### config.mk
export PLATFORM = sky130hd
export DESIGN_NAME = cosine_sim_search_ctrl
export DESIGN_NICKNAME = d
export VERILOG_FILES = /design/src/rtl/cosine_sim_search_ctrl.sv
export SDC_FILE = /design/constraint.sdc
export NUM_CORES = 1
export LEC_CHECK = 0
export BUFFER_PORTS_ARGS = -buffer_cell sky130_fd_sc_hd__buf_2
export CAP_MARGIN = 0
export CORE_MARGIN = 2
export CORE_UTILIZATION = 45
export DETAILED_ROUTE_END_ITERATION = 7
export GPL_ROUTABILITY_DRIVEN = 0
export HOLD_SLACK_MARGIN = 0.02
export PLACE_DENSITY = 0.7
export SLEW_MARGIN = 25
export SYNTH_ARGS = -nofsm -noshare
export SYNTH_HDL_FRONTEND = slang
export SYNTH_SLANG_ARGS = --single-unit
### constraint.sdc
create_clock -name clk -period 5.3 [get_ports clk]
set_input_delay 0.265 -clock clk [delete_from_list [all_inputs] [get_ports clk]]
set_output_delay 0.265 -clock clk [all_outputs]
set_load 0.005 [all_outputs]
### src/rtl/cosine_sim_search_ctrl.sv
// Best-match search sequencer around one shared cosine similarity unit (CSU).
// Walks req_count candidates starting at req_base (addresses wrap modulo
// 2^IDX_W), runs the CSU once per candidate, keeps a strict FP16 argmax that
// skips NaN results, and returns index/score/match/timeout over valid/ready.
module cosine_sim_search_ctrl #(
    parameter int IDX_W          = 8,
    parameter int LOAD_LAT       = 1,
    parameter int TIMEOUT_CYCLES = 64
) (
    input  logic             clk,
    input  logic             rst_n,
    input  logic             req_valid,
    output logic             req_ready,
    input  logic [IDX_W-1:0] req_base,
    input  logic [IDX_W:0]   req_count,
    input  logic [15:0]      req_threshold,
    output logic             rsp_valid,
    input  logic             rsp_ready,
    output logic [IDX_W-1:0] rsp_best_idx,
    output logic [15:0]      rsp_best_sim,
    output logic             rsp_found,
    output logic             rsp_match,
    output logic             rsp_timeout,
    output logic             op_load,
    output logic [IDX_W-1:0] op_addr,
    output logic             csu_start,
    input  logic             csu_done,
    input  logic [15:0]      csu_similarity,
    output logic             busy
);

    localparam int TW = $clog2(TIMEOUT_CYCLES);

    typedef enum logic [2:0] {
        S_IDLE,
        S_LOAD,
        S_WAIT_LOAD,
        S_START,
        S_WAIT_DONE,
        S_COMPARE,
        S_RESP
    } state_t;

    state_t           state, state_next;
    logic [IDX_W-1:0] base;
    logic [IDX_W:0]   count;
    logic [IDX_W:0]   k;
    logic [15:0]      threshold;
    logic [2:0]       lat_cnt;
    logic [TW-1:0]    to_cnt;
    logic [15:0]      sim_cap;
    logic [15:0]      best_sim;
    logic [IDX_W-1:0] best_idx;
    logic             found;
    logic             timeout_flag;
    logic             last_cand;
    logic             to_expired;

    function automatic logic fp16_is_nan(input logic [15:0] h);
        return (h[14:10] == 5'h1F) && (h[9:0] != 10'd0);
    endfunction

    // Sign-magnitude to signed key: -0 and +0 both map to 0, Inf orders naturally.
    function automatic logic fp16_gt(input logic [15:0] a, input logic [15:0] b);
        logic signed [16:0] ka;
        logic signed [16:0] kb;
        ka = a[15] ? -$signed({2'b00, a[14:0]}) : $signed({2'b00, a[14:0]});
        kb = b[15] ? -$signed({2'b00, b[14:0]}) : $signed({2'b00, b[14:0]});
        return ka > kb;
    endfunction

    assign last_cand = (k == count - (IDX_W+1)'(1));
    // Abort so rsp_timeout rises exactly TIMEOUT_CYCLES cycles after the csu_start cycle.
    assign to_expired = (to_cnt == TW'(TIMEOUT_CYCLES - 2));

    assign op_addr      = base + k[IDX_W-1:0];
    assign rsp_best_idx = best_idx;
    assign rsp_best_sim = best_sim;
    assign rsp_found    = found;
    assign rsp_match    = found && !fp16_is_nan(threshold) && fp16_gt(best_sim, threshold);
    assign rsp_timeout  = timeout_flag;
    assign busy         = (state != S_IDLE);

    // State register.
    always_ff @(posedge clk or negedge rst_n) begin
        if (!rst_n) state <= S_IDLE;
        else        state <= state_next;
    end

    // Next-state and handshake/strobe outputs.
    always_comb begin
        state_next = state;
        req_ready  = 1'b0;
        rsp_valid  = 1'b0;
        op_load    = 1'b0;
        csu_start  = 1'b0;
        case (state)
            S_IDLE: begin
                req_ready = 1'b1;
                if (req_valid) state_next = (req_count == '0) ? S_RESP : S_LOAD;
            end
            S_LOAD: begin
                op_load    = 1'b1;
                state_next = S_WAIT_LOAD;
            end
            S_WAIT_LOAD: begin
                if (lat_cnt == 3'(LOAD_LAT - 1)) state_next = S_START;
            end
            S_START: begin
                csu_start  = 1'b1;
                state_next = S_WAIT_DONE;
            end
            S_WAIT_DONE: begin
                if (csu_done)        state_next = S_COMPARE;
                else if (to_expired) state_next = S_RESP;
            end
            S_COMPARE: begin
                state_next = last_cand ? S_RESP : S_LOAD;
            end
            S_RESP: begin
                rsp_valid = 1'b1;
                if (rsp_ready) state_next = S_IDLE;
            end
            default: state_next = S_IDLE;
        endcase
    end

    // Request latch, counters, result capture and running argmax.
    always_ff @(posedge clk or negedge rst_n) begin
        if (!rst_n) begin
            base         <= '0;
            count        <= '0;
            threshold    <= '0;
            k            <= '0;
            lat_cnt      <= '0;
            to_cnt       <= '0;
            sim_cap      <= '0;
            best_sim     <= '0;
            best_idx     <= '0;
            found        <= 1'b0;
            timeout_flag <= 1'b0;
        end else begin
            case (state)
                S_IDLE: begin
                    if (req_valid) begin
                        base         <= req_base;
                        count        <= req_count;
                        threshold    <= req_threshold;
                        k            <= '0;
                        best_sim     <= '0;
                        best_idx     <= '0;
                        found        <= 1'b0;
                        timeout_flag <= 1'b0;
                    end
                end
                S_LOAD:      lat_cnt <= '0;
                S_WAIT_LOAD: lat_cnt <= lat_cnt + 3'd1;
                S_START:     to_cnt  <= '0;
                S_WAIT_DONE: begin
                    if (csu_done) begin
                        sim_cap <= csu_similarity;
                    end else begin
                        to_cnt <= to_cnt + TW'(1);
                        if (to_expired) timeout_flag <= 1'b1;
                    end
                end
                S_COMPARE: begin
                    if (!fp16_is_nan(sim_cap) && (!found || fp16_gt(sim_cap, best_sim))) begin
                        best_sim <= sim_cap;
                        best_idx <= op_addr;
                        found    <= 1'b1;
                    end
                    if (!last_cand) k <= k + (IDX_W+1)'(1);
                end
                default: ;
            endcase
        end
    end

endmodule

==> reports/results.ini <==
[drt]
dr.pass1.iters=5
viasPerCell=5.76
wl_per_cell_microns=17.0
drtIter0Drc=403
drt-total-wl_microns=18100
drc_errors=0
ant_nets=0
vias=6145

[sta]
final.setup.tns_ns=0
max_freq_mhz=233
setup_violations=0
tightest_slew_ns=0.880
skew_ns=0.00770
fin_crit_sh_pct=81.1
timing.final.crit_period_ns=4.30
hold_viol=0
slew_headroom_pct=41.3
rsz0062_at_grt=false
holdWs_ns=0.0936
worst_slack_ns=1.00
finalMaxSlewViolations=0

[logic_synthesis]
synth_area_leader_cell=dfrtp_1
synth.area.mux_share_pct=3.21
synth_xor_area_share_pct=8.97
synth-simple-area-share_pct=21.0
ys.flop_type=dfrtp_1
synth-compound-area-share_pct=19.6
netlist_area_sq_um=6900
ys_top_cells_by_area=dfrtp_1, nand2_1, ha_1
syn_inst=800
synth_common_cells=nand2_1, dfrtp_1, ha_1, nor2_1, o211ai_1
ys_ff_latch=96
ys_seq_area_share_pct=34.8
ys_async_sr_fraction_pct=100
synth_top_area_share_pct=34.8
synth_edf_count=0
synthAdderAreaFrac_pct=8.41
avgSynthCellArea_sq_um=8.63
synth_most_common_cell=nand2_1
yosysWarnings=0
synth_top_family_by_area=simple AND/OR/NAND/NOR gates
synth.distinct_cells=69
synth_nets=899

[cts]
cts_resized=0
cts_max_path_buffers=2
tritoncts=done
insertion_delay_ns=0.36
cts_num_sinks=96
post-cts-setup-buffers=0
path_clk_slew_ns=0.07
cts.htree.levels=3
cts_hold_buffers=1
cts_root_buf=clkbuf_16
cts_buffers=9

[place]
dp_hpwl_microns=13000
io_buffers=93
place_ws_ns=1.02

[grt]
gr-usage-all-layers_pct=22.9
antenna_found_initial=0
grt_overflow=0
grt_max_degree=76
grt_pass1_wl_microns=29900
grt_pass1_vias=5788

[setup_path]
r2r-start=rsp_best_sim[0]$_DFFE_PN0P_
path_max_fanout=13
worst_setup_path_end_kind=flip-flop
regToRegEndpoint=rsp_best_sim[2]$_DFFE_PN0P_
timing_worst_setup_path_type=reg2reg
cp-start-kind=flip-flop
crit_required_ns=5.55
critPathArrivalTime_ns=4.55
rr_worst_depth=16
rrSetupSlack_ns=1.00

[floorplanning]
start_util_pct=45.7
io_pins=94
die_height_microns=128
die_w_microns=128
die_area_sq_um=16300
row_count=45
core_area_sq_um=15100

[layout]
drive_gt1_share_pct=17.1
final_core_util_pct=51.9
multiInputGateArea_sq_um=4220
nFillCells=1443
regArea_sq_um=2400
nets=973
area_growth_pct=13.5
antenna_cells=0

[hold_path]
hold_depth=3
min_from=req_base[7]
hp-class=in2reg
hold_end=base[7]$_DFFE_PN0P_

[flow_run]
timing.max_cap.violations=0

[power_and_ir_drop]
power_leakage_nw=3.71
vdd_drop_max_mv=0.446
power.density_nw_per_um2=686

[status]
status=complete, no violations

==> layout by cell type (no fill, tap or decap), drive strengths merged, types with 8 or more instances in the layout <==
cell	n
inv	34
and3	11
clkbuf	11
nand4	8
nor3	14
xnor2	36
buf	101
ha	44
o211ai	37
o41ai	9
dfrtp	96
nor2	44
nand2	155
a21oi	23
or4	9
nand3	22
xor2	33
o31ai	20
a22oi	14
o21ai	37
or3	12
mux2	17
==> worst max-delay path, cell delays in order (launching register included) <==
cell and delay (ns):
dfrtp_1 0.45, inv_1 0.11, ha_1 0.15, or3b_1 0.46, nand2_1 0.13, xnor2_1 0.17
inv_1 0.07, ha_1 0.28, and4_1 0.22, nor2b_1 0.13, o31ai_1 0.33, a221oi_1 0.16
a2111oi_1 0.48, nor3_2 0.09, or2_1 0.42, buf_4 0.27, a211o_1 0.26
==> metrics by stage <==
stage,total power [W],instance area (sq um),instances
finish,0.00538,7840,1067
global route,0.00589,7840,1067
CTS,0.00537,7830,1067
detailed placement,0.00463,7510,1050
global placement,0.00458,7510,1050
floorplan,0.00374,6900,800
==> cell families after synthesis <==
| kind of cell | after synthesis |
|---|---|
| AO/OA/AOI/OAI | 187 |
| XOR/XNOR | 69 |
| adder cells (fa/ha/maj) | 46 |
| buffers and inverters | 71 |
| flip-flops | 96 |
| multiplexers | 20 |
| AND/OR/NAND/NOR | 311 |
==> final cells by class <==
class / instances / area share (%)
Clock buffer: 11 / 3.23
Timing Repair Buffer: 102 / 6.91
Multi-Input combinational cell: 633 / 53.9
Inverter: 32 / 1.53
Clock inverter: 5 / 0.782
Sequential cell: 96 / 30.7
Tap cell: 188 / 3.00
==> worst max-delay path by stage <==
| stage | startpoint | to | cells past startpoint | slack (ns) |
|---|---|---|---|---|
| CTS | rsp_best_sim[0]$_DFFE_PN0P_ | rsp_best_sim[2]$_DFFE_PN0P_ | 16 | 1.01 |
| global route | threshold[0]$_DFFE_PN0P_ | rsp_match | 13 | 0.71 |
| detailed placement | rsp_best_sim[0]$_DFFE_PN0P_ | rsp_best_sim[2]$_DFFE_PN0P_ | 16 | 1.02 |
| floorplan | rsp_best_sim[6]$_DFFE_PN0P_ | rsp_best_sim[12]$_DFFE_PN0P_ | 15 | 1.40 |
| finish | rsp_best_sim[0]$_DFFE_PN0P_ | rsp_best_sim[2]$_DFFE_PN0P_ | 16 | 1.00 |
| global placement | rsp_best_sim[0]$_DFFE_PN0P_ | rsp_best_sim[12]$_DFFE_PN0P_ | 16 | 1.12 |
==> power breakdown <==
group	switching, W	total [W]	internal (W)	leakage, nW
registers	0.000492	0.00151	0.00102	1.25
clock network	0.000305	0.000700	0.000395	0.157
logic	0.00187	0.00317	0.00130	2.31
==> per-layer routing <==
| metal | share of wire [%] | vias up | global-route usage [%] |
|---|---|---|---|
| li1 | - | 3020 | - |
| met1 | 43 | 2886 | 29.6 |
| met2 | 48 | 205 | 37.9 |
| met3 | 6.6 | 34 | 5.01 |
| met4 | 2.6 | 0 | 8.14 |
| met5 | 0 | - | 0 |
==> sequential cells by signal, summed over array words and instances (netlist names) <==
register,count
rsp_best_idx,8
rsp_timeout,1
lat_cnt,3
count,9
rsp_found,1
state,3
rsp_best_sim,16
to_cnt,6
threshold,16
sim_cap,16
base,8
k,9
Note: power is estimated with default switching activity, not from simulation.
